### src/rtl/modular_alu_issuer.sv
// rtl/modular_alu_issuer.sv - command FIFO, operand screen and settle timer in front of the modular ALU
module modular_alu_issuer #(
    parameter int WIDTH      = 32,
    parameter int DEPTH      = 4,
    parameter int TAG_W      = 4,
    parameter int SETTLE_CYC = 2
) (
    input  logic                       clk,
    input  logic                       rst_n,
    input  logic                       cmd_valid,
    output logic                       cmd_ready,
    input  logic [3:0]                 cmd_op,
    input  logic [WIDTH-1:0]           cmd_a,
    input  logic [WIDTH-1:0]           cmd_b,
    input  logic [WIDTH-1:0]           cmd_m,
    input  logic [TAG_W-1:0]           cmd_tag,
    output logic [3:0]                 alu_op,
    output logic [WIDTH-1:0]           alu_a,
    output logic [WIDTH-1:0]           alu_b,
    output logic [WIDTH-1:0]           alu_m,
    input  logic [WIDTH-1:0]           alu_r,
    output logic                       rsp_valid,
    input  logic                       rsp_ready,
    output logic [WIDTH-1:0]           rsp_data,
    output logic [TAG_W-1:0]           rsp_tag,
    output logic                       rsp_err,
    output logic [$clog2(DEPTH):0]     fifo_count
);
    localparam int PTR_W = $clog2(DEPTH);
    localparam int CNT_W = PTR_W + 1;
    localparam int ENT_W = 4 + 3 * WIDTH + TAG_W;
    localparam logic [3:0] SETTLE_LD = 4'(SETTLE_CYC - 1);

    typedef enum logic [1:0] {IDLE, WAIT, RESP} state_t;

    logic [ENT_W-1:0] mem_q [DEPTH];
    logic [PTR_W-1:0] wr_ptr_q, rd_ptr_q;
    logic [CNT_W-1:0] count_q;

    state_t           state_q, state_d;
    logic [3:0]       cnt_q, cnt_d;
    logic [3:0]       op_q, op_d;
    logic [WIDTH-1:0] a_q, a_d, b_q, b_d, m_q, m_d, data_q, data_d;
    logic [TAG_W-1:0] tag_q, tag_d;
    logic             err_q, err_d;

    logic             push, pop, head_err;
    logic [3:0]       h_op;
    logic [WIDTH-1:0] h_a, h_b, h_m;
    logic [TAG_W-1:0] h_tag;

    assign cmd_ready  = (count_q < CNT_W'(DEPTH));
    assign push       = cmd_valid & cmd_ready;
    assign fifo_count = count_q;

    assign {h_op, h_a, h_b, h_m, h_tag} = mem_q[rd_ptr_q];

    // Screen: modular ops need M!=0, A%B and div need B!=0, C..F undefined
    always_comb begin
        head_err = 1'b0;
        if (h_op >= 4'hC)
            head_err = 1'b1;
        if ((h_op == 4'd0 || h_op == 4'd1 || h_op == 4'd2 || h_op == 4'd4 || h_op == 4'd5)
            && h_m == '0)
            head_err = 1'b1;
        if ((h_op == 4'd3 || h_op == 4'd4) && h_b == '0)
            head_err = 1'b1;
    end

    always_ff @(posedge clk) begin
        if (push)
            mem_q[wr_ptr_q] <= {cmd_op, cmd_a, cmd_b, cmd_m, cmd_tag};
    end

    always_ff @(posedge clk or negedge rst_n) begin
        if (!rst_n) begin
            wr_ptr_q <= '0;
            rd_ptr_q <= '0;
            count_q  <= '0;
        end else begin
            if (push)
                wr_ptr_q <= wr_ptr_q + PTR_W'(1);
            if (pop)
                rd_ptr_q <= rd_ptr_q + PTR_W'(1);
            if (push && !pop)
                count_q <= count_q + CNT_W'(1);
            else if (pop && !push)
                count_q <= count_q - CNT_W'(1);
        end
    end

    always_comb begin
        state_d = state_q;
        cnt_d   = cnt_q;
        op_d    = op_q;
        a_d     = a_q;
        b_d     = b_q;
        m_d     = m_q;
        tag_d   = tag_q;
        data_d  = data_q;
        err_d   = err_q;
        pop     = 1'b0;
        case (state_q)
            IDLE: begin
                if (count_q != '0) begin
                    pop   = 1'b1;
                    op_d  = h_op;
                    a_d   = h_a;
                    b_d   = h_b;
                    m_d   = h_m;
                    tag_d = h_tag;
                    if (head_err) begin
                        data_d  = '0;
                        err_d   = 1'b1;
                        state_d = RESP;
                    end else begin
                        cnt_d   = SETTLE_LD;
                        state_d = WAIT;
                    end
                end
            end
            WAIT: begin
                if (cnt_q == 4'd0) begin
                    data_d  = alu_r;
                    err_d   = 1'b0;
                    state_d = RESP;
                end else begin
                    cnt_d = cnt_q - 4'd1;
                end
            end
            RESP: begin
                if (rsp_ready)
                    state_d = IDLE;
            end
            default: state_d = IDLE;
        endcase
    end

    always_ff @(posedge clk or negedge rst_n) begin
        if (!rst_n) begin
            state_q <= IDLE;
            cnt_q   <= '0;
            op_q    <= '0;
            a_q     <= '0;
            b_q     <= '0;
            m_q     <= '0;
            tag_q   <= '0;
            data_q  <= '0;
            err_q   <= 1'b0;
        end else begin
            state_q <= state_d;
            cnt_q   <= cnt_d;
            op_q    <= op_d;
            a_q     <= a_d;
            b_q     <= b_d;
            m_q     <= m_d;
            tag_q   <= tag_d;
            data_q  <= data_d;
            err_q   <= err_d;
        end
    end

    assign alu_op    = op_q;
    assign alu_a     = a_q;
    assign alu_b     = b_q;
    assign alu_m     = m_q;
    assign rsp_valid = (state_q == RESP);
    assign rsp_data  = data_q;
    assign rsp_tag   = tag_q;
    assign rsp_err   = err_q;
endmodule
### config.mk
export PLATFORM = sky130hd
export DESIGN_NAME = modular_alu_issuer
export DESIGN_NICKNAME = d
export VERILOG_FILES = /design/src/rtl/modular_alu_issuer.sv
export SDC_FILE = /design/constraint.sdc
export NUM_CORES = 1
export LEC_CHECK = 0
export CAP_MARGIN = 20
export CORE_MARGIN = 3
export CORE_UTILIZATION = 43
export CTS_BUF_LIST = sky130_fd_sc_hd__clkbuf_8
export CTS_CLUSTER_SIZE = 28
export DETAILED_ROUTE_END_ITERATION = 8
export MAX_ROUTING_LAYER = met4
export PLACE_DENSITY = 0.74
export SLEW_MARGIN = 25
export SYNTH_ARGS = -nofsm -noshare
export SYNTH_HDL_FRONTEND = slang
export SYNTH_SLANG_ARGS = --single-unit
### constraint.sdc
create_clock -name clk -period 8.85 [get_ports clk]
set_input_delay 2.655 -clock clk [delete_from_list [all_inputs] [get_ports clk]]
set_output_delay 2.655 -clock clk [all_outputs]
set_load 0.01 [all_outputs]
==> out/results.tsv <==
metric	value	unit
GRT Total Usage	18.5	%
setup repair bufs after CTS	0	
Layout Cells excl Fill	2293	
CP endpoint kind	flop	
synthesized area	0.0213	mm^2
number of gates resized after CTS	0	
first-pass GRT wire length	71700	um
WS Path Type	input pin to flop	
Post-Syn Area per Cell	17.4	um^2
Post-Route Utilization	55.3	%
antenna violations before repair	6	
R2R setup slack	4.60	ns
CTS tree	built	
setup TNS	0	ns
post-synth top area cell	edfxtp_1	
Initial DRT Pass Iterations	5	
Startpoint Class	input pin	
Chip Height	228	um
worst skew pair latency	0.66	ns
crit path max fanout	62	
RSZ-0062 raised after global routing	false	
final setup vio count	0	
cell depth of the worst hold path	2	
most common cell in the netlist	edfxtp_1	
final WL	46800	um
critical path data required time	9.13	ns
post-synthesis sequential area ratio	76.3	%
Slew Viols, Final	0	
Reg2Reg Depth	8	
# hold bufs at CTS	0	
Main synth FF type	edfxtp_1	
htree depth	3	
Worst-path clk slew	0.06	ns
worst hold path class	flop to flop	
routability cong.	0.767	
via count	11500	
Post-synth ARST share	26.5	%
MaxCap Viol Count	0	
Pwr per Cell Area	341	mW/mm^2
Post-synth top cells	edfxtp_1 (416), nand2_1 (354), dfrtp_1 (150), mux4_2 (93), inv_1 (40)	
Sinks on Clock Net	566	
Post-Layout Inst Area	0.0268	mm^2
Residual DRC	0	
Nets	1706	
WP data arrival	5.33	ns
placed cell area	0.0248	mm^2
hold path startpoint	alu_b[10]	
port bufs	281	
Routed WL per cell	20.4	um
Worst Max-Slew Pin Slew	0.998	ns
1st-iter DRT viols	944	
GRT overflow	0	
Synthesis Warnings	0	
Synth Register Bits	566	
Min-Delay Endpoint	alu_b[10]	
Power Total	9.11	mW
status	complete, no violations	
layout cells sized above 1	15.5	%
number of global-route vias before repair	12200	
hold slack final	0.473	ns
FMAX	0.198	GHz
antenna-violating nets left	0	
Starting Density	44.0	%
synthesized net count	1374	
RR Startpoint	rd_ptr_q[1]	
Synth cell types	43	
P&R area growth vs syn	25.7	%
die area	0.0522	mm^2
largest net degree at the start of global routing	96	
Final Worst Setup Slack	3.80	ns
Crit Reg-Reg Endpoint	rsp_data[29]	
Clk Tree Root Cell	clkbuf_8	
IO Pins	282	
Cells after Synth	1226	
Setup Skew	0.0289	ns
final worst-path cycle share	57.0	%
placed cell count	2124	
FILL cells	3763	
Area contributors post-synth	edfxtp_1 (59%), dfrtp_1 (18%), mux4_2 (9.8%)	
maximum vdd drop	149	uV
num rows	80	
P_leak	10.1	nW
worst slack, placed	3.11	ns
die width	228	um
CTS max path bufs	3	
slew margin rel.	33.4	%
total CTS buffers	88	
Vias/cell	5.02	
Final HPWL DP	29600	um
top-area cell type share of the netlist area	58.7	%
number of flops mapped to enable cells by yosys	416	
minimum clock period	5.05	ns
Core Area	0.0483	mm^2
Final Hold Vio Count	0	
final cells by class:
type	count	area [um^2]	share of cell area, %
timing repair buffer	296	2980	11.1
antenna	6	15.0	0.0561
tap	656	821	3.07
clock inverter	70	632	2.36
multi-input combinational	565	4620	17.3
clock buffer	93	1280	4.78
inverter	41	156	0.585
sequential	566	16300	60.7
cells in the final DEF, fill, tap and decap left out, drive strengths merged, types with 6 or more instances in the layout:
master and n:
clkinv 23, clkdlybuf4s50 280, bufinv 11, mux2i 32, buf 15, ha 7, diode 6, nand2 354
nor4 14, clkbuf 94, dfrtp 150, edfxtp 416, inv 73, nor2 7, mux4 104
critical path: stages:
cell and delay, ns:
clkdlybuf4s50_1 0.46, nor2b_1 0.57, and2_4 0.90, buf_4 0.67
report_power, final:
part           switching [mW]  internal, mW
clock network            1.02          1.31
logic                    1.59          1.39
registers               0.310          3.48
worst max-delay path by stage:
| stage | slack, ns | cells after the start | to | from |
|---|---|---|---|---|
| after global placement | 3.13 | 4 | mem_q[0][1] | cmd_valid |
| final | 3.80 | 4 | mem_q[3][61] | cmd_valid |
| after floorplan | 2.94 | 3 | mem_q[0][0] | cmd_valid |
| after global routing | 3.62 | 4 | mem_q[3][61] | cmd_valid |
| after CTS | 3.82 | 4 | mem_q[3][58] | cmd_valid |
| after detailed placement | 3.11 | 4 | mem_q[1][99] | cmd_valid |
registers in the layout, indices dropped and copies added, names as in the netlist:
| signal | cells |
|---|---|
| mem_q | 416 |
| alu_a | 32 |
| alu_b | 32 |
| alu_m | 32 |
| rsp_data | 32 |
| alu_op | 4 |
| cnt_q | 4 |
| rsp_tag | 4 |
| fifo_count | 3 |
| rd_ptr_q | 2 |
| state_q | 2 |
| wr_ptr_q | 2 |
| rsp_err | 1 |
logic make-up (layout without fill, tap and decap cells):
| kind of cell | Yosys count | in the layout | synth area share, % |
|---|---|---|---|
| mux | 137 | 137 | 12.8 |
| buf+inv | 95 | 500 | 2.06 |
| other cells | 0 | 6 | 0 |
| xor+xnor | 6 | 6 | 0.247 |
| compound gates | 16 | 16 | 0.647 |
| flops | 566 | 566 | 76.3 |
| fa+ha+maj | 8 | 8 | 0.506 |
| simple gates | 398 | 398 | 7.43 |
metal layers:
layer	up-vias	global-route usage (%)	routed length (um)
li1	5206	-	-
met3	63	4.61	3160
met2	406	29.0	22700
met1	5842	24.2	20100
met4	0	5.76	852
met5	-	-	0
Note: power is estimated with default switching activity, not from simulation.
